[src/rtl/mem_stage_pkg.sv]
// Shared definitions for the MEM stage: bus widths, exception codes and the
// packed layouts of the ES->MS, MS->WS and MS->ID forwarding buses.
package mem_stage_pkg;

  localparam int ES_TO_MS_BUS_WD = 171;
  localparam int MS_TO_WS_BUS_WD = 163;
  localparam int MS_FORWARD_WD   = 45;
  localparam int CANCEL_CNT_WD   = 2;

  localparam logic [5:0] ECODE_INT = 6'h00;
  localparam logic [5:0] ECODE_ADE = 6'h08;
  localparam logic [5:0] ECODE_ALE = 6'h09;
  localparam logic [5:0] ECODE_SYS = 6'h0b;
  localparam logic [5:0] ECODE_BRK = 6'h0c;
  localparam logic [5:0] ECODE_INE = 6'h0d;

  typedef struct packed {
    logic        st_w;
    logic        rdcntid;
    logic        ertn;
    logic        esubcode;
    logic [5:0]  ecode;
    logic        ex;
    logic        csr_re;
    logic [13:0] csr_num;
    logic [31:0] csr_wvalue;
    logic [31:0] csr_wmask;
    logic        csr_we;
    logic [1:0]  addr;
    logic        ld_w;
    logic        ld_b;
    logic        ld_bu;
    logic        ld_h;
    logic        ld_hu;
    logic        st_b;
    logic        st_h;
    logic        res_from_mem;
    logic        gr_we;
    logic [4:0]  dest;
    logic [31:0] result;
    logic [31:0] pc;
  } es_to_ms_bus_t;

  // spare bits are driven to zero and keep the WB bus width stable
  typedef struct packed {
    logic        rdcntid;
    logic        ertn;
    logic        esubcode;
    logic [5:0]  ecode;
    logic        ex;
    logic        csr_re;
    logic [13:0] csr_num;
    logic [31:0] csr_wvalue;
    logic [31:0] csr_wmask;
    logic        csr_we;
    logic [2:0]  spare;
    logic        gr_we;
    logic [4:0]  dest;
    logic [31:0] final_result;
    logic [31:0] pc;
  } ms_to_ws_bus_t;

  typedef struct packed {
    logic        csr_re;
    logic        csr_we;
    logic        rdcntid;
    logic        ertn;
    logic        ex;
    logic        load_block;
    logic [31:0] final_result;
    logic [4:0]  dest;
    logic        gr_we;
    logic        valid;
  } ms_forward_t;

endpackage

[src/rtl/mem_load_align.sv]
// Combinational load alignment: picks the addressed byte/half of the raw
// SRAM word and sign- or zero-extends it to 32 bits.
module mem_load_align (
  input  logic [31:0] raw_i,
  input  logic [1:0]  addr_i,
  input  logic        ld_w_i,
  input  logic        ld_b_i,
  input  logic        ld_bu_i,
  input  logic        ld_h_i,
  input  logic        ld_hu_i,
  output logic [31:0] data_o
);

  logic [7:0]  byte_sel;
  logic [15:0] half_sel;

  always_comb begin
    byte_sel = raw_i[7:0];
    case (addr_i)
      2'd0:    byte_sel = raw_i[7:0];
      2'd1:    byte_sel = raw_i[15:8];
      2'd2:    byte_sel = raw_i[23:16];
      default: byte_sel = raw_i[31:24];
    endcase
    half_sel = addr_i[1] ? raw_i[31:16] : raw_i[15:0];

    data_o = 32'h0;
    if (ld_w_i)       data_o = raw_i;
    else if (ld_b_i)  data_o = {{24{byte_sel[7]}}, byte_sel};
    else if (ld_bu_i) data_o = {24'h0, byte_sel};
    else if (ld_h_i)  data_o = {{16{half_sel[15]}}, half_sel};
    else if (ld_hu_i) data_o = {16'h0, half_sel};
  end

endmodule

[src/rtl/mem_stage.sv]
// MEM pipeline stage: holds one instruction, waits for its data-SRAM response,
// aligns load data and hands the result to WB; drops responses of flushed entries.
module mem_stage
  import mem_stage_pkg::*;
(
  input  logic                       clk,
  input  logic                       reset,
  input  logic                       final_ex,
  input  logic                       back_ertn_flush,
  input  logic                       ws_allowin,
  output logic                       ms_allowin,
  input  logic                       es_to_ms_valid,
  input  logic [ES_TO_MS_BUS_WD-1:0] es_to_ms_bus,
  input  logic                       es_mem_req_accepted,
  input  logic                       data_sram_data_ok,
  input  logic [31:0]                data_sram_rdata,
  output logic                       ms_to_ws_valid,
  output logic [MS_TO_WS_BUS_WD-1:0] ms_to_ws_bus,
  output logic [MS_FORWARD_WD-1:0]   ms_forward,
  output logic                       ms_ertn_flush,
  output logic                       ms_to_es_valid,
  output logic                       ms_to_es_ex
);

  typedef logic [CANCEL_CNT_WD:0] cnt_ext_t;
  localparam logic [CANCEL_CNT_WD-1:0] CNT_MAX = '1;

  es_to_ms_bus_t             bus_q;
  ms_to_ws_bus_t             ws_bus;
  ms_forward_t               fwd_bus;
  logic                      ms_valid_q, ms_valid_d;
  logic                      wait_data_q, wait_data_d;
  logic                      rbuf_valid_q, rbuf_valid_d;
  logic [31:0]               rbuf_q;
  logic [CANCEL_CNT_WD-1:0]  cancel_cnt_q, cancel_cnt_d;
  cnt_ext_t                  cnt_sum;
  logic                      flush, data_ok_use, data_ok_drop, ms_ready_go;
  logic                      es_fire, ms_fire, rbuf_capture;
  logic                      orphan_wait, orphan_new;
  logic [31:0]               raw_data, load_data, final_result;
  logic                      unused_store_flags;

  // Handshakes: a transfer happens on a clock edge where valid && allowin are
  // both high; valid never depends on the downstream allowin.
  always_comb begin
    flush          = final_ex | back_ertn_flush;
    data_ok_use    = data_sram_data_ok & (cancel_cnt_q == '0);
    data_ok_drop   = data_sram_data_ok & (cancel_cnt_q != '0);
    ms_ready_go    = ~wait_data_q | data_ok_use | rbuf_valid_q;
    ms_allowin     = ~ms_valid_q | (ms_ready_go & ws_allowin);
    ms_to_ws_valid = ms_valid_q & ms_ready_go;
    es_fire        = es_to_ms_valid & ms_allowin;
    ms_fire        = ms_to_ws_valid & ws_allowin;
    rbuf_capture   = ms_valid_q & wait_data_q & data_ok_use & ~ws_allowin & ~flush;

    // every request still in flight at a flush owes one response to discard
    orphan_wait  = flush & wait_data_q & ~data_ok_use;
    orphan_new   = flush & es_fire & es_mem_req_accepted;
    cnt_sum      = {1'b0, cancel_cnt_q} + cnt_ext_t'(orphan_wait)
                 + cnt_ext_t'(orphan_new) - cnt_ext_t'(data_ok_drop);
    cancel_cnt_d = (cnt_sum > cnt_ext_t'(CNT_MAX)) ? CNT_MAX
                                                   : cnt_sum[CANCEL_CNT_WD-1:0];

    ms_valid_d = ms_valid_q;
    if (flush)           ms_valid_d = 1'b0;
    else if (ms_allowin) ms_valid_d = es_to_ms_valid;

    wait_data_d = wait_data_q;
    if (flush)            wait_data_d = 1'b0;
    else if (es_fire)     wait_data_d = es_mem_req_accepted;
    else if (data_ok_use) wait_data_d = 1'b0;

    rbuf_valid_d = rbuf_valid_q;
    if (flush)             rbuf_valid_d = 1'b0;
    else if (rbuf_capture) rbuf_valid_d = 1'b1;
    else if (ms_fire)      rbuf_valid_d = 1'b0;
  end

  always_ff @(posedge clk) begin
    if (reset) begin
      ms_valid_q   <= 1'b0;
      wait_data_q  <= 1'b0;
      rbuf_valid_q <= 1'b0;
      cancel_cnt_q <= '0;
    end else begin
      ms_valid_q   <= ms_valid_d;
      wait_data_q  <= wait_data_d;
      rbuf_valid_q <= rbuf_valid_d;
      cancel_cnt_q <= cancel_cnt_d;
    end
  end

  always_ff @(posedge clk) begin
    if (es_fire)      bus_q  <= es_to_ms_bus_t'(es_to_ms_bus);
    if (rbuf_capture) rbuf_q <= data_sram_rdata;
  end

  assign raw_data = rbuf_valid_q ? rbuf_q : data_sram_rdata;

  mem_load_align u_align (
    .raw_i   (raw_data),
    .addr_i  (bus_q.addr),
    .ld_w_i  (bus_q.ld_w),
    .ld_b_i  (bus_q.ld_b),
    .ld_bu_i (bus_q.ld_bu),
    .ld_h_i  (bus_q.ld_h),
    .ld_hu_i (bus_q.ld_hu),
    .data_o  (load_data)
  );

  assign final_result = bus_q.res_from_mem ? load_data : bus_q.result;

  always_comb begin
    ws_bus              = '0;
    ws_bus.rdcntid      = bus_q.rdcntid;
    ws_bus.ertn         = bus_q.ertn;
    ws_bus.esubcode     = bus_q.esubcode;
    ws_bus.ecode        = bus_q.ecode;
    ws_bus.ex           = bus_q.ex;
    ws_bus.csr_re       = bus_q.csr_re;
    ws_bus.csr_num      = bus_q.csr_num;
    ws_bus.csr_wvalue   = bus_q.csr_wvalue;
    ws_bus.csr_wmask    = bus_q.csr_wmask;
    ws_bus.csr_we       = bus_q.csr_we;
    ws_bus.gr_we        = bus_q.gr_we;
    ws_bus.dest         = bus_q.dest;
    ws_bus.final_result = final_result;
    ws_bus.pc           = bus_q.pc;

    fwd_bus              = '0;
    fwd_bus.csr_re       = bus_q.csr_re;
    fwd_bus.csr_we       = bus_q.csr_we;
    fwd_bus.rdcntid      = bus_q.rdcntid;
    fwd_bus.ertn         = bus_q.ertn;
    fwd_bus.ex           = bus_q.ex;
    fwd_bus.load_block   = ms_valid_q & bus_q.res_from_mem & ~ms_ready_go;
    fwd_bus.final_result = final_result;
    fwd_bus.dest         = bus_q.dest;
    fwd_bus.gr_we        = bus_q.gr_we & ms_valid_q;
    fwd_bus.valid        = ms_valid_q;
  end

  assign ms_to_ws_bus   = ws_bus;
  assign ms_forward     = fwd_bus;
  assign ms_ertn_flush  = ms_valid_q & bus_q.ertn;
  assign ms_to_es_valid = ms_valid_q;
  assign ms_to_es_ex    = ms_valid_q & bus_q.ex;

  // store flavours only matter to the SRAM request issued in EXE
  assign unused_store_flags = ^{bus_q.st_w, bus_q.st_b, bus_q.st_h};

endmodule

[config.mk]
export PLATFORM = sky130hd
export DESIGN_NAME = mem_stage
export DESIGN_NICKNAME = d
export VERILOG_FILES = /design/src/rtl/mem_stage_pkg.sv /design/src/rtl/mem_load_align.sv /design/src/rtl/mem_stage.sv
export SDC_FILE = /design/constraint.sdc
export NUM_CORES = 1
export LEC_CHECK = 0
export ABC_AREA = 1
export BUFFER_PORTS_ARGS = -buffer_cell sky130_fd_sc_hd__buf_2
export CORE_MARGIN = 5
export CORE_UTILIZATION = 34
export CTS_CLUSTER_DIAMETER = 120
export DETAILED_ROUTE_END_ITERATION = 10
export GPL_TIMING_DRIVEN = 0
export HOLD_SLACK_MARGIN = 0.12
export MAX_ROUTING_LAYER = met4
export PLACE_DENSITY_LB_ADDON = 0.12
export RECOVER_POWER = 25
export SLEW_MARGIN = 20
export SYNTH_ARGS = -nofsm -noshare
export SYNTH_HDL_FRONTEND = slang
export SYNTH_SLANG_ARGS = --single-unit
export TNS_END_PERCENT = 100
[constraint.sdc]
create_clock -name clk -period 7.2 [get_ports clk]
set_input_delay 1.08 -clock clk [delete_from_list [all_inputs] [get_ports clk]]
set_output_delay 1.08 -clock clk [all_outputs]
set_load 0.01 [all_outputs]
; ---- After elaboration in Yosys (flattened, before gate mapping)
; Cells that the tools add are included.
[word_totals]
input_bits = 211
ff_bits = 205
[classes]
order_cmp = 1
addsub = 3
eq_ne = 2
n_bitwise = 29
n_reduce_logical = 6
muxes = 14
[ops]
columns = cell, count
row1 = 32-bit 2-to-1 mux, 6
row2 = 16-bit 2-to-1 mux, 2
row3 = 8-bit one-hot mux with 3 select lines, 1
row4 = 1-bit AND, 19
row5 = 1-bit inverter, 6
row6 = 2-bit nonzero test, 3
row7 = 2-bit logical NOT, 2
row8 = 1-bit 2-to-1 mux, 4
row9 = 1-bit bitwise OR, 4
row10 = 2-bit by 1-bit adder with 3-bit output, 1
row11 = 3-bit by 1-bit adder with 3-bit output, 1
row12 = "3-bit by 2-bit greater-than comparator with 1-bit output, second input constant", 1
row13 = 3-bit by 1-bit subtractor with 3-bit output, 1
row14 = "2-bit by 1-bit == test with 1-bit output, second input constant", 1
row15 = "2-bit == test, second input constant", 1
row16 = 2-bit 2-to-1 mux, 1
row17 = 2-bit OR reduction, 1

; ---- Longest topological paths before layout
; Gate-level depths: netlist of the first run.
[logic_depth]
depth_word = 13
depth_mapped = 12

; ---- Modules after synthesis
; A second synthesis of the first run with hierarchy kept.
[hier_totals]
hier_cells = 810
area_unflattened_um2 = 9285.2
[by_module_without_submodules]
columns = mod, seq_area_each_um2, cells_each, n_inst, area_each_um2
row1 = mem_stage, 6105.9, 637, 1, 8528.2
row2 = mem_load_align, 0.0, 173, 1, 757.0

; ---- Least setup slack after synthesis of the first run
; Ideal clock, no wire load.
[synth_timing]
path_kind = input -> register
start = in data_sram_data_ok
end = reg bus_q[32] (netlist name) (enable)
required_time_ns = 6.680
n_path_buf = 0
arrival_ns = 4.942
path_slack_ns = 1.738
cell_stages = 6
setup_time_ns = 0.520
path_cell_list = nand2_1 > nand2_1 > nor2_1 > o21ai_1 > nand2_1 > inv_1
[synth_between]
elab_chain_len = 6
[synth_rtl]
columns = item, line
row1 = from (decl), mem_stage.sv:15  ; input logic data_sram_data_ok,
row2 = 1-bit AND, mem_stage.sv:47  ; data_ok_use = data_sram_data_ok & (cancel_cnt_q == '0);
row3 = 1-bit bitwise OR (2 in a row), mem_stage.sv:49  ; ms_ready_go = ~wait_data_q | data_ok_use | rbuf_valid_q;
row4 = 1-bit AND, mem_stage.sv:50  ; ms_allowin = ~ms_valid_q | (ms_ready_go & ws_allowin);
row5 = 1-bit bitwise OR, mem_stage.sv:50
row6 = via ms_allowin, mem_stage.sv:11  ; output logic ms_allowin,
row7 = 1-bit AND, mem_stage.sv:52  ; es_fire = es_to_ms_valid & ms_allowin;
row8 = to (signal assigned), mem_stage.sv:94  ; if (es_fire) bus_q <= es_to_ms_bus_t'(es_to_ms_bus);
row9 = to (decl), mem_stage.sv:28  ; es_to_ms_bus_t bus_q;
; The timed path passes the listed nets, and every way through them passes these cells.
; A chain may end at the register's enable or synchronous reset.

; ---- Worst setup path after layout of the first run
[layout_timing]
start = reg bus_q[76] (netlist name)
end = out ms_to_ws_bus[42]
[layout_between]
elab_chain_len = 3
[layout_rtl]
columns = item, line
row1 = 32-bit 2-to-1 mux, mem_load_align.sv:29  ; else if (ld_b_i) data_o = {{24{byte_sel[7]}}, byte_sel};
row2 = 32-bit 2-to-1 mux, mem_load_align.sv:28  ; if (ld_w_i) data_o = raw_i;
row3 = 32-bit 2-to-1 mux, mem_stage.sv:111  ; assign final_result = bus_q.res_from_mem ? load_data : bus_q.result;
row4 = to (decl), mem_stage.sv:18  ; output logic [MS_TO_WS_BUS_WD-1:0] ms_to_ws_bus,
; No other way between the ends.

==> results.tsv, run 1 <==
stage	metric	value	unit
final_layout	multiInputGateArea	1480	µm²
synthesis	synth.most_common_cell	edfxtp_1	
worst_setup_path	path_class	flip-flop to output pin	
clock_network	cts_inserted_buffers	25	
timing	skew	0.00919	ns
worst_setup_path	arrival	2.72	ns
routing	drt_pass1_iterations	7	
floorplanning	start_util	0.347	
routing	drt_iter0_drc	368	
clock_network	cts_htree_levels	1	
clock_network	ctsRootBufferMaster	clkbuf_16	
worst_setup_path	worstPathRequired	6.12	ns
power	switchingPower	0.000717	W
power	comb_power_share	0.145	
synthesis	netlist_area	9090	µm²
synthesis	synth_area_leaders	edfxtp_1, buf_4, nand2_1	
floorplanning	die_area	30100	µm²
timing	slew_violations	0	
power	internal_power	0.00224	W
clock_network	clkSinkCount	205	
worst_setup_path	worst_setup_path_start_kind	flip-flop	
timing	rsz0062_at_grt	false	
synthesis	synth_top_area_share	0.661	
power	p_seq_frac	0.475	
global_routing	grt_pass1_vias	6724	
power	powerDensity	238	nW/µm²
synthesis	syn_area_per_cell	12.5	µm²
global_routing	grt.met1_usage	0.190	
power	vdd_drop_max	0.227	mV
clock_network	clock_latency	0.52	ns
routing	routed_wirelength	27900	µm
routing	routedWlPerCell	18.0	µm
final_layout	regArea	6110	µm²
power	clkPwrFrac	0.381	
global_routing	gr-max-usage-layer	met2	
timing	slew_headroom	0.296	
global_routing	grt_max_degree	99	
clock_network	post_cts_resize_count	0	
global_routing	antenna_found_initial	15	
synthesis	synth_ff_type	edfxtp_1	
final_layout	fill_cells	2479	
place	gp_congestion	0.905	
routing	via_per_inst	4.24	
synthesis	synth-async-reset-ratio	0	
power	power.share.switching	0.242	
global_routing	grt_usage	0.183	
synthesis	yosysWarnings	0	
worst_setup_path	cp_max_fo	8	
place	placed_cells	1484	
global_routing	grt_pass1_wl	40600	µm
global_routing	met2_usage	0.317	
floorplanning	rows	59	
floorplanning	io_pins	424	
floorplanning	die_w	173	µm
synthesis	synth_common_cells	edfxtp_1, buf_4, nand2_1, nor2_1, a21oi_1	
clock_network	cts_tree	done	
timing	period_share	0.528	
status	outcome	finished, final reports clean	
global_routing	use_met3	0.0735	
routing	ant_nets	0	
timing	setup_viol	0	
global_routing	overflow	0	
synthesis	synth_edf_count	200	
floorplanning	dieHeight	173	µm
floorplanning	core_region_area	26200	µm²
place	port_buffers	417	
flow_run	max-cap-violations	0	
place	dp_hpwl	22100	µm
synthesis	ys_types	33	
routing	vias	6546	
final_layout	finalNonFillerCells	1544	
worst_setup_path	crit_path_end_kind	output pin	
clock_network	path_clk_slew	0.05	ns
clock_network	cts_hold_buf	0	
final_layout	fin_nets	1390	
timing	setup_tns	0	ns
routing	drc_errors	0	
timing	hold_viol_final	0	
timing	finalCriticalPeriod	3.80	ns
final_layout	syn2layout_area_growth	36.9	%
final_layout	layout-drive-gt1-share	0.549	
synthesis	synth_cells	728	
synthesis	synth_top_cell_by_area	edfxtp_1	
synthesis	yosysSeqAreaShare	0.672	
clock_network	clk_path_buf_depth	3	
synthesis	ys_ff_latch	205	
timing	max_freq	263	MHz
power	power_leakage	5.72	nW
hold_path	holdCritPathClass	flip-flop to flip-flop	
clock_network	cts_setup_buffers	0	
timing	worst-slew-pin-transition	1.05	ns
## routing by layer
metal | part of all wire | vias to the layer above
met2 | 0.52 | 270
met3 | 0.096 | 48
met5 | 0 | -
li1 | - | 3242
met1 | 0.35 | 2986
met4 | 0.028 | 0
## flip-flops by register name (all words and copies together) (netlist names)
register        flops
bus_q              40
cancel_cnt_q        2
ms_forward         10
ms_to_es_valid      1
ms_to_ws_bus      118
rbuf_q             32
rbuf_valid_q        1
wait_data_q         1
## cell usage in the layout (no fill, tap or decap), types with 20 or more instances in the layout
master     netlist  final
nand3_1         22     22
clkbuf_16        0     25
edfxtp_1       200    200
nor2_1          40     39
a21oi_1         27     27
inv_1           25     24
buf_2            4    421
o21ai_0         20     20
clkbuf_1        11     22
nand2_1        137    137
buf_4          175    175
## stage by stage
step | util | instance area (µm²) | total power (W) | worst slack, ns | hold slack, ns
finish | 0.475 | 12400 | 0.00296 | 3.40 | 0.627
floorplan | - | 9090 | 0.00167 | 1.74 | 0.548
global route | 0.475 | 12400 | 0.00311 | 3.19 | 0.674
CTS | 0.473 | 12400 | 0.00301 | 3.38 | 0.624
global placement | 0.443 | 11600 | 0.00186 | -0.0123 | 0.585
detailed placement | 0.445 | 11700 | 0.00186 | 3.59 | 0.614
## path summary, 6_finish.rpt
check | from | endpoint | slack (ns) | cells past startpoint
max | bus_q[76]$_DFFE_PN_ | ms_to_ws_bus[42] | 3.40 | 7
min | wait_data_q$_SDFFE_PP0P_ | wait_data_q$_SDFFE_PP0P_ | 0.63 | 4
max reg2reg | cancel_cnt_q[0]$_SDFF_PP0_ | ms_to_ws_bus[150]$_DFFE_PN_ | 4.65 | 8
min reg2reg | wait_data_q$_SDFFE_PP0P_ | wait_data_q$_SDFFE_PP0P_ | 0.63 | 4
## critical path, stage by stage, from the launching register on
cell and delay, ns:
edfxtp_1 0.45, nor3_1 0.88, o211ai_1 0.20, nand3_1 0.15, nand3_1 0.10, nand2_1 0.18, buf_4 0.13, buf_2 0.11
## cell families (layout without fill, tap and decap cells)
kind of cell | Yosys count | in the layout | share of synthesized area
buffers and inverters | 221 | 685 | 0.167
AND/OR/NAND/NOR | 215 | 215 | 0.0978
flip-flops | 205 | 205 | 0.672
AO/OA/AOI/OAI | 76 | 76 | 0.0497
multiplexers | 6 | 6 | 0.00661
adder cells (fa/ha/maj) | 3 | 3 | 0.00578
other | 1 | 18 | 0.000413
XOR/XNOR | 1 | 1 | 0.000964
## power groups by stage
stage	Clock, W	Combinational [W]	Sequential, W
2_1_floorplan	0	0.000241	0.00143
3_3_place_gp	0	0.000427	0.00144
3_5_place_dp	0	0.000433	0.00143
4_1_cts	0.00117	0.000436	0.00141
5_1_grt	0.00123	0.000469	0.00141
6_report	0.00113	0.000428	0.00140
## layout make-up
cell class,instances,area share
Multi-Input combinational cell,304,0.119
Sequential cell,205,0.491
Timing Repair Buffer,419,0.172
Clock buffer,37,0.0547
Antenna cell,15,0.00302
Buffer,194,0.114
Inverter,27,0.00895
Tap cell,335,0.0337
Clock inverter,8,0.00412
Power figures use the tool's default switching activity.
==> inputs of run 2 (changes only) <==
==> constraint.sdc (replaced) <==
create_clock -name clk -period 3 [get_ports clk]
set_input_delay 0.45 -clock clk [delete_from_list [all_inputs] [get_ports clk]]
set_output_delay 0.45 -clock clk [all_outputs]
set_load 0.01 [all_outputs]
==> run 2 against run 1 <==
Against the previous run:
- via count is 13% higher
- register-to-register slack worse by 4.0 ns
- worst setup slack worse by 3.3 ns
- hold slack worse by 0.42 ns
- combinational power grew to 3.0 times the previous value
- design area is 17% higher
- sequential power is 140% higher
- largest cell class unchanged
- sequential share of layout area is 7.2 points lower
- clock-buffer cell count is 8 lower
- utilization is 8.2 points higher
- clock power is 150% higher
==> results.tsv, run 2 (same netlist as run 1, synthesis figures left out) <==
stage	metric	value	unit
final_layout	fin_util	0.557	
timing	finalCriticalPeriod	2.89	ns
routing	drt_pass1_iterations	4	
timing	setup_tns	0	ns
timing	period_share	0.962	
place	gp_congestion	0.880	
clock_network	clkSinkCount	205	
final_layout	regArea	6110	µm²
power	powerDensity	511	nW/µm²
hold_path	holdCritPathClass	input pin to flip-flop	
final_layout	fin_nets	1593	
place	preCtsSetupSlack	0.397	ns
status	outcome	finished, final reports clean	
routing	drt_iter0_drc	327	
timing	worst-slew-pin-transition	0.568	ns
worst_setup_path	cp_max_fo	10	
routing	routed_wirelength	29900	µm
worst_setup_path	worstPathRequired	2.55	ns
clock_network	path_clk_slew	0.06	ns
final_layout	final_area	14600	µm²
timing	hold_viol_final	0	
power	internal_power	0.00565	W
power	comb_power_share	0.173	
global_routing	antenna_found_initial	5	
floorplanning	io_pins	424	
global_routing	grt_usage	0.197	
clock_network	cts_tree	done	
power	power.share.switching	0.244	
clock_network	clk_path_buf_depth	3	
clock_network	clock_latency	0.54	ns
timing	setup_viol	0	
final_layout	final_common_cell	buf_2	
floorplanning	dieHeight	173	µm
power	switchingPower	0.00182	W
final_layout	syn2layout_area_growth	60.7	%
worst_setup_path	worst_setup_path_start_kind	flip-flop	
timing	slew_headroom	0.619	
clock_network	ctsRootBufferMaster	clkbuf_16	
power	vdd_drop_max	0.505	mV
global_routing	grt_pass1_vias	7967	
power	power_leakage	6.61	nW
worst_setup_path	path_class	flip-flop to output pin	
routing	ant_nets	0	
worst_setup_path	arrival	2.44	ns
final_layout	fill_cells	2252	
global_routing	overflow	0	
timing	fin_ws	0.114	ns
final_layout	multiInputGateArea	1570	µm²
routing	routedWlPerCell	17.2	µm
final_layout	largest_reg_flops	118	
timing	max_freq	347	MHz
clock_network	cts_inserted_buffers	24	
place	placed_cell_area	11800	µm²
power	clkPwrFrac	0.375	
floorplanning	rows	59	
floorplanning	core_region_area	26200	µm²
timing	rsz0062_at_grt	true	
clock_network	cts_htree_levels	1	
final_layout	layout_common_cells	buf_2, edfxtp_1, dlygate4sd3_1, buf_4, nand2_1	
power	p_seq_frac	0.452	
place	port_buffers	417	
floorplanning	die_area	30100	µm²
final_layout	layout-drive-gt1-share	0.483	
routing	vias	7372	
global_routing	grt_pass1_wl	45300	µm
floorplanning	start_util	0.347	
routing	drc_errors	0	
timing	slew_violations	0	
clock_network	cts_setup_buffers	0	
place	dp_hpwl	22500	µm
floorplanning	die_w	173	µm
routing	via_per_inst	4.25	
global_routing	grt_max_degree	35	
worst_setup_path	crit_path_end_kind	output pin	
timing	skew	0.0266	ns
power	p_total	0.00746	W
flow_run	max-cap-violations	0	
[run 2: layer usage]
metal	routed length, µm	vias up	track usage
met4	1180	0	0.0715
li1	-	3633	-
met5	0	-	-
met2	15700	286	0.353
met3	2090	63	0.0534
met1	10900	3390	0.209
[run 2: timing repair]
action,4_1_cts,5_1_grt
hold buffers,200,0
endpoints found under the hold margin,200,0
resized for setup,4,16
setup endpoints to repair,24,18
[run 2: area by class of cell]
class                   instances  share of cell area
well taps                     335              0.0287
multi-input cells             304               0.108
clock inverters                14             0.00934
inverters                      27             0.00737
clock buffers                  29              0.0424
plain buffers                 194              0.0970
repair buffers                623               0.288
flip-flops and latches        205               0.418
diodes                          5            0.000857
[run 2: worst max-delay path, cell delays in order, from the launching register on]
cell     delay, ns
dfxtp_1       0.32
buf_6         0.14
buf_6         0.15
buf_4         0.23
mux2i_1       0.37
a21oi_1       0.11
nand2_1       0.08
nand2_1       0.09
nand2_1       0.10
nand2_1       0.07
buf_4         0.13
buf_2         0.13
[run 2: power groups by stage]
stage	clock [W]	combinational [W]	sequential, W
2_1_floorplan	0	0.000599	0.00343
3_3_place_gp	0	0.00105	0.00345
3_5_place_dp	0	0.00108	0.00343
4_1_cts	0.00288	0.00130	0.00338
5_1_grt	0.00300	0.00140	0.00339
6_report	0.00280	0.00129	0.00338
[run 2: path summary, 6_finish.rpt]
kind                                   start                         end  slack (ns)  cells past startpoint
hold / removal                         reset  cancel_cnt_q[0]$_SDFF_PP0_        0.20                      4
setup / recovery   rbuf_valid_q$_SDFFE_PP0P_            ms_to_ws_bus[36]        0.11                     11
hold reg to reg     wait_data_q$_SDFFE_PP0P_    wait_data_q$_SDFFE_PP0P_        0.62                      4
setup reg to reg  cancel_cnt_q[0]$_SDFF_PP0_  cancel_cnt_q[1]$_SDFF_PP0_        0.68                     12
[run 2: stage by stage]
| stage | hold slack [ns] | cells |
|---|---|---|
| floorplan | 0.549 | 730 |
| detailed placement | 0.615 | 1488 |
| CTS | 0.177 | 1731 |
| global placement | 0.596 | 1482 |
| global route | 0.214 | 1736 |
| finish | 0.204 | 1736 |
==> inputs of run 3 (changes only) <==
==> constraint.sdc (replaced) <==
create_clock -name clk -period 3 [get_ports clk]
set_input_delay 0.45 -clock clk [delete_from_list [all_inputs] [get_ports clk]]
set_output_delay 0.45 -clock clk [all_outputs]
set_load 0.05 [all_outputs]
==> run 3 against run 2 <==
Against the previous run:
- total power grew 8.8%
- die area unchanged
- clock skew decreased by 0.0035 ns
- largest cell class unchanged
==> results.tsv, run 3 (same netlist as run 1, synthesis figures left out) <==
stage	metric	value	unit
clock_network	clk_path_buf_depth	3	
floorplanning	die_area	30100	µm²
place	dp_hpwl	22700	µm
floorplanning	io_pins	424	
worst_setup_path	path_class	flip-flop to output pin	
clock_network	cts_inserted_buffers	24	
hold_path	holdCritPathClass	input pin to flip-flop	
worst_setup_path	cp_max_fo	10	
floorplanning	die_w	173	µm
timing	max_freq	342	MHz
timing	finalCriticalPeriod	2.92	ns
clock_network	path_clk_slew	0.06	ns
routing	drc_errors	0	
power	power_leakage	6.66	nW
routing	drt_iter0_drc	291	
floorplanning	dieHeight	173	µm
floorplanning	rows	59	
status	outcome	finished, final reports clean	
timing	slew_headroom	0.636	
final_layout	layout_common_cells	buf_2, edfxtp_1, dlygate4sd3_1, buf_4, nand2_1	
worst_setup_path	worst_setup_path_start_kind	flip-flop	
place	gp_congestion	0.914	
global_routing	grt_pass1_wl	45300	µm
worst_setup_path	cp_top_family	buffers and inverters	
routing	routed_wirelength	30200	µm
global_routing	grt_max_degree	35	
clock_network	cts_tree	done	
global_routing	grt_pass1_vias	7949	
timing	slew_violations	0	
clock_network	cts_htree_levels	1	
routing	drt_pass1_iterations	5	
global_routing	antenna_found_initial	10	
power	vdd_drop_max	0.458	mV
worst_setup_path	crit_buf_inv	5	
routing	routedWlPerCell	17.3	µm
routing	via_per_inst	4.26	
timing	setup_viol	0	
global_routing	grt_usage	0.198	
place	port_buffers	417	
worst_setup_path	slowest_delay	0.30	ns
timing	period_share	0.974	
flow_run	max-cap-violations	0	
worst_setup_path	crit_path_cell_trace	buf_6, buf_6, buf_8, nand2_1, nand2_1, o21ai_0, nand2_1, nand2_1, nand2_1, nand2_1, nand2_1, buf_4, buf_2	
worst_setup_path	cp_common_cell	nand2_1	
worst_setup_path	arrival	2.47	ns
timing	skew	0.0232	ns
timing	holdWs	0.179	ns
final_layout	fill_cells	2234	
worst_setup_path	rrSetupSlack	0.52	ns
timing	worst-slew-pin-transition	0.546	ns
timing	fin_ws	0.0773	ns
place	preCtsSetupSlack	0.224	ns
clock_network	clkSinkCount	205	
timing	rsz0062_at_grt	true	
global_routing	overflow	0	
floorplanning	core_region_area	26200	µm²
final_layout	fin_nets	1594	
final_layout	final_common_cell	buf_2	
final_layout	largest_reg_flops	118	
power	powerDensity	550	nW/µm²
worst_setup_path	worstPathRequired	2.55	ns
clock_network	clock_latency	0.53	ns
final_layout	syn2layout_area_growth	62.4	%
timing	hold_viol_final	0	
routing	ant_nets	0	
worst_setup_path	slowest_stage	dfxtp_1	
routing	vias	7433	
clock_network	ctsRootBufferMaster	clkbuf_16	
floorplanning	start_util	0.347	
worst_setup_path	crit_path_end_kind	output pin	
final_layout	layout-drive-gt1-share	0.494	
[run 3: worst paths after layout]
check / start / endpoint / cells after the start
worst max-delay path: rbuf_valid_q$_SDFFE_PP0P_ / ms_to_ws_bus[36] / 13
worst min-delay path: data_sram_rdata[30] / rbuf_q[30]$_DFFE_PP_ / 1
worst max register to register: cancel_cnt_q[0]$_SDFF_PP0_ / bus_q[50]$_DFFE_PN_ / 10
worst min register to register: ms_to_es_valid$_SDFFE_PP0N_ / ms_to_es_valid$_SDFFE_PP0N_ / 2
[run 3: metal layers]
layer / track usage / wire length, µm
met1: 0.217 / 11500
met2: 0.351 / 15700
met3: 0.0502 / 1850
met4: 0.0658 / 1160
met5: - / 0
[run 3: repair_timing]
item	in CTS	in global routing
buffers inserted	0	4
pin swaps	0	1
gates resized for setup	15	42
endpoints found under the hold margin	196	0
endpoints found under the setup margin	33	47
hold buffers	196	0
[run 3: stage by stage]
stage | setup TNS [ns] | utilization | total power (W) | instances | area (µm²)
global route | -0.0106 | 0.563 | 0.00846 | 1743 | 14800
finish | 0 | 0.563 | 0.00812 | 1743 | 14800
CTS | -0.00225 | 0.557 | 0.00818 | 1729 | 14600
detailed placement | 0 | 0.451 | 0.00511 | 1489 | 11800
global placement | -405.04 | 0.445 | 0.00509 | 1482 | 11700
floorplan | -147.84 | - | 0.00463 | 730 | 9150
[run 3: report_power, final]
part           total, W  leakage (nW)  internal [W]  switching [W]
combinational   0.00192          4.33      0.000710        0.00121
clock           0.00283         0.362       0.00166        0.00117
sequential      0.00338          1.97       0.00332      0.0000588
total           0.00812          6.66       0.00568        0.00244
[run 3: layout make-up]
cell class              count  area (µm²)  area share
diodes                     10        25.0     0.00170
plain buffers             194        1430      0.0970
clock buffers              32         631      0.0427
clock inverters            12         130     0.00882
inverters                  27         108     0.00729
multi-input cells         304        1640       0.111
flip-flops and latches    205        6110       0.414
well taps                 335         419      0.0284
repair buffers            624        4270       0.289
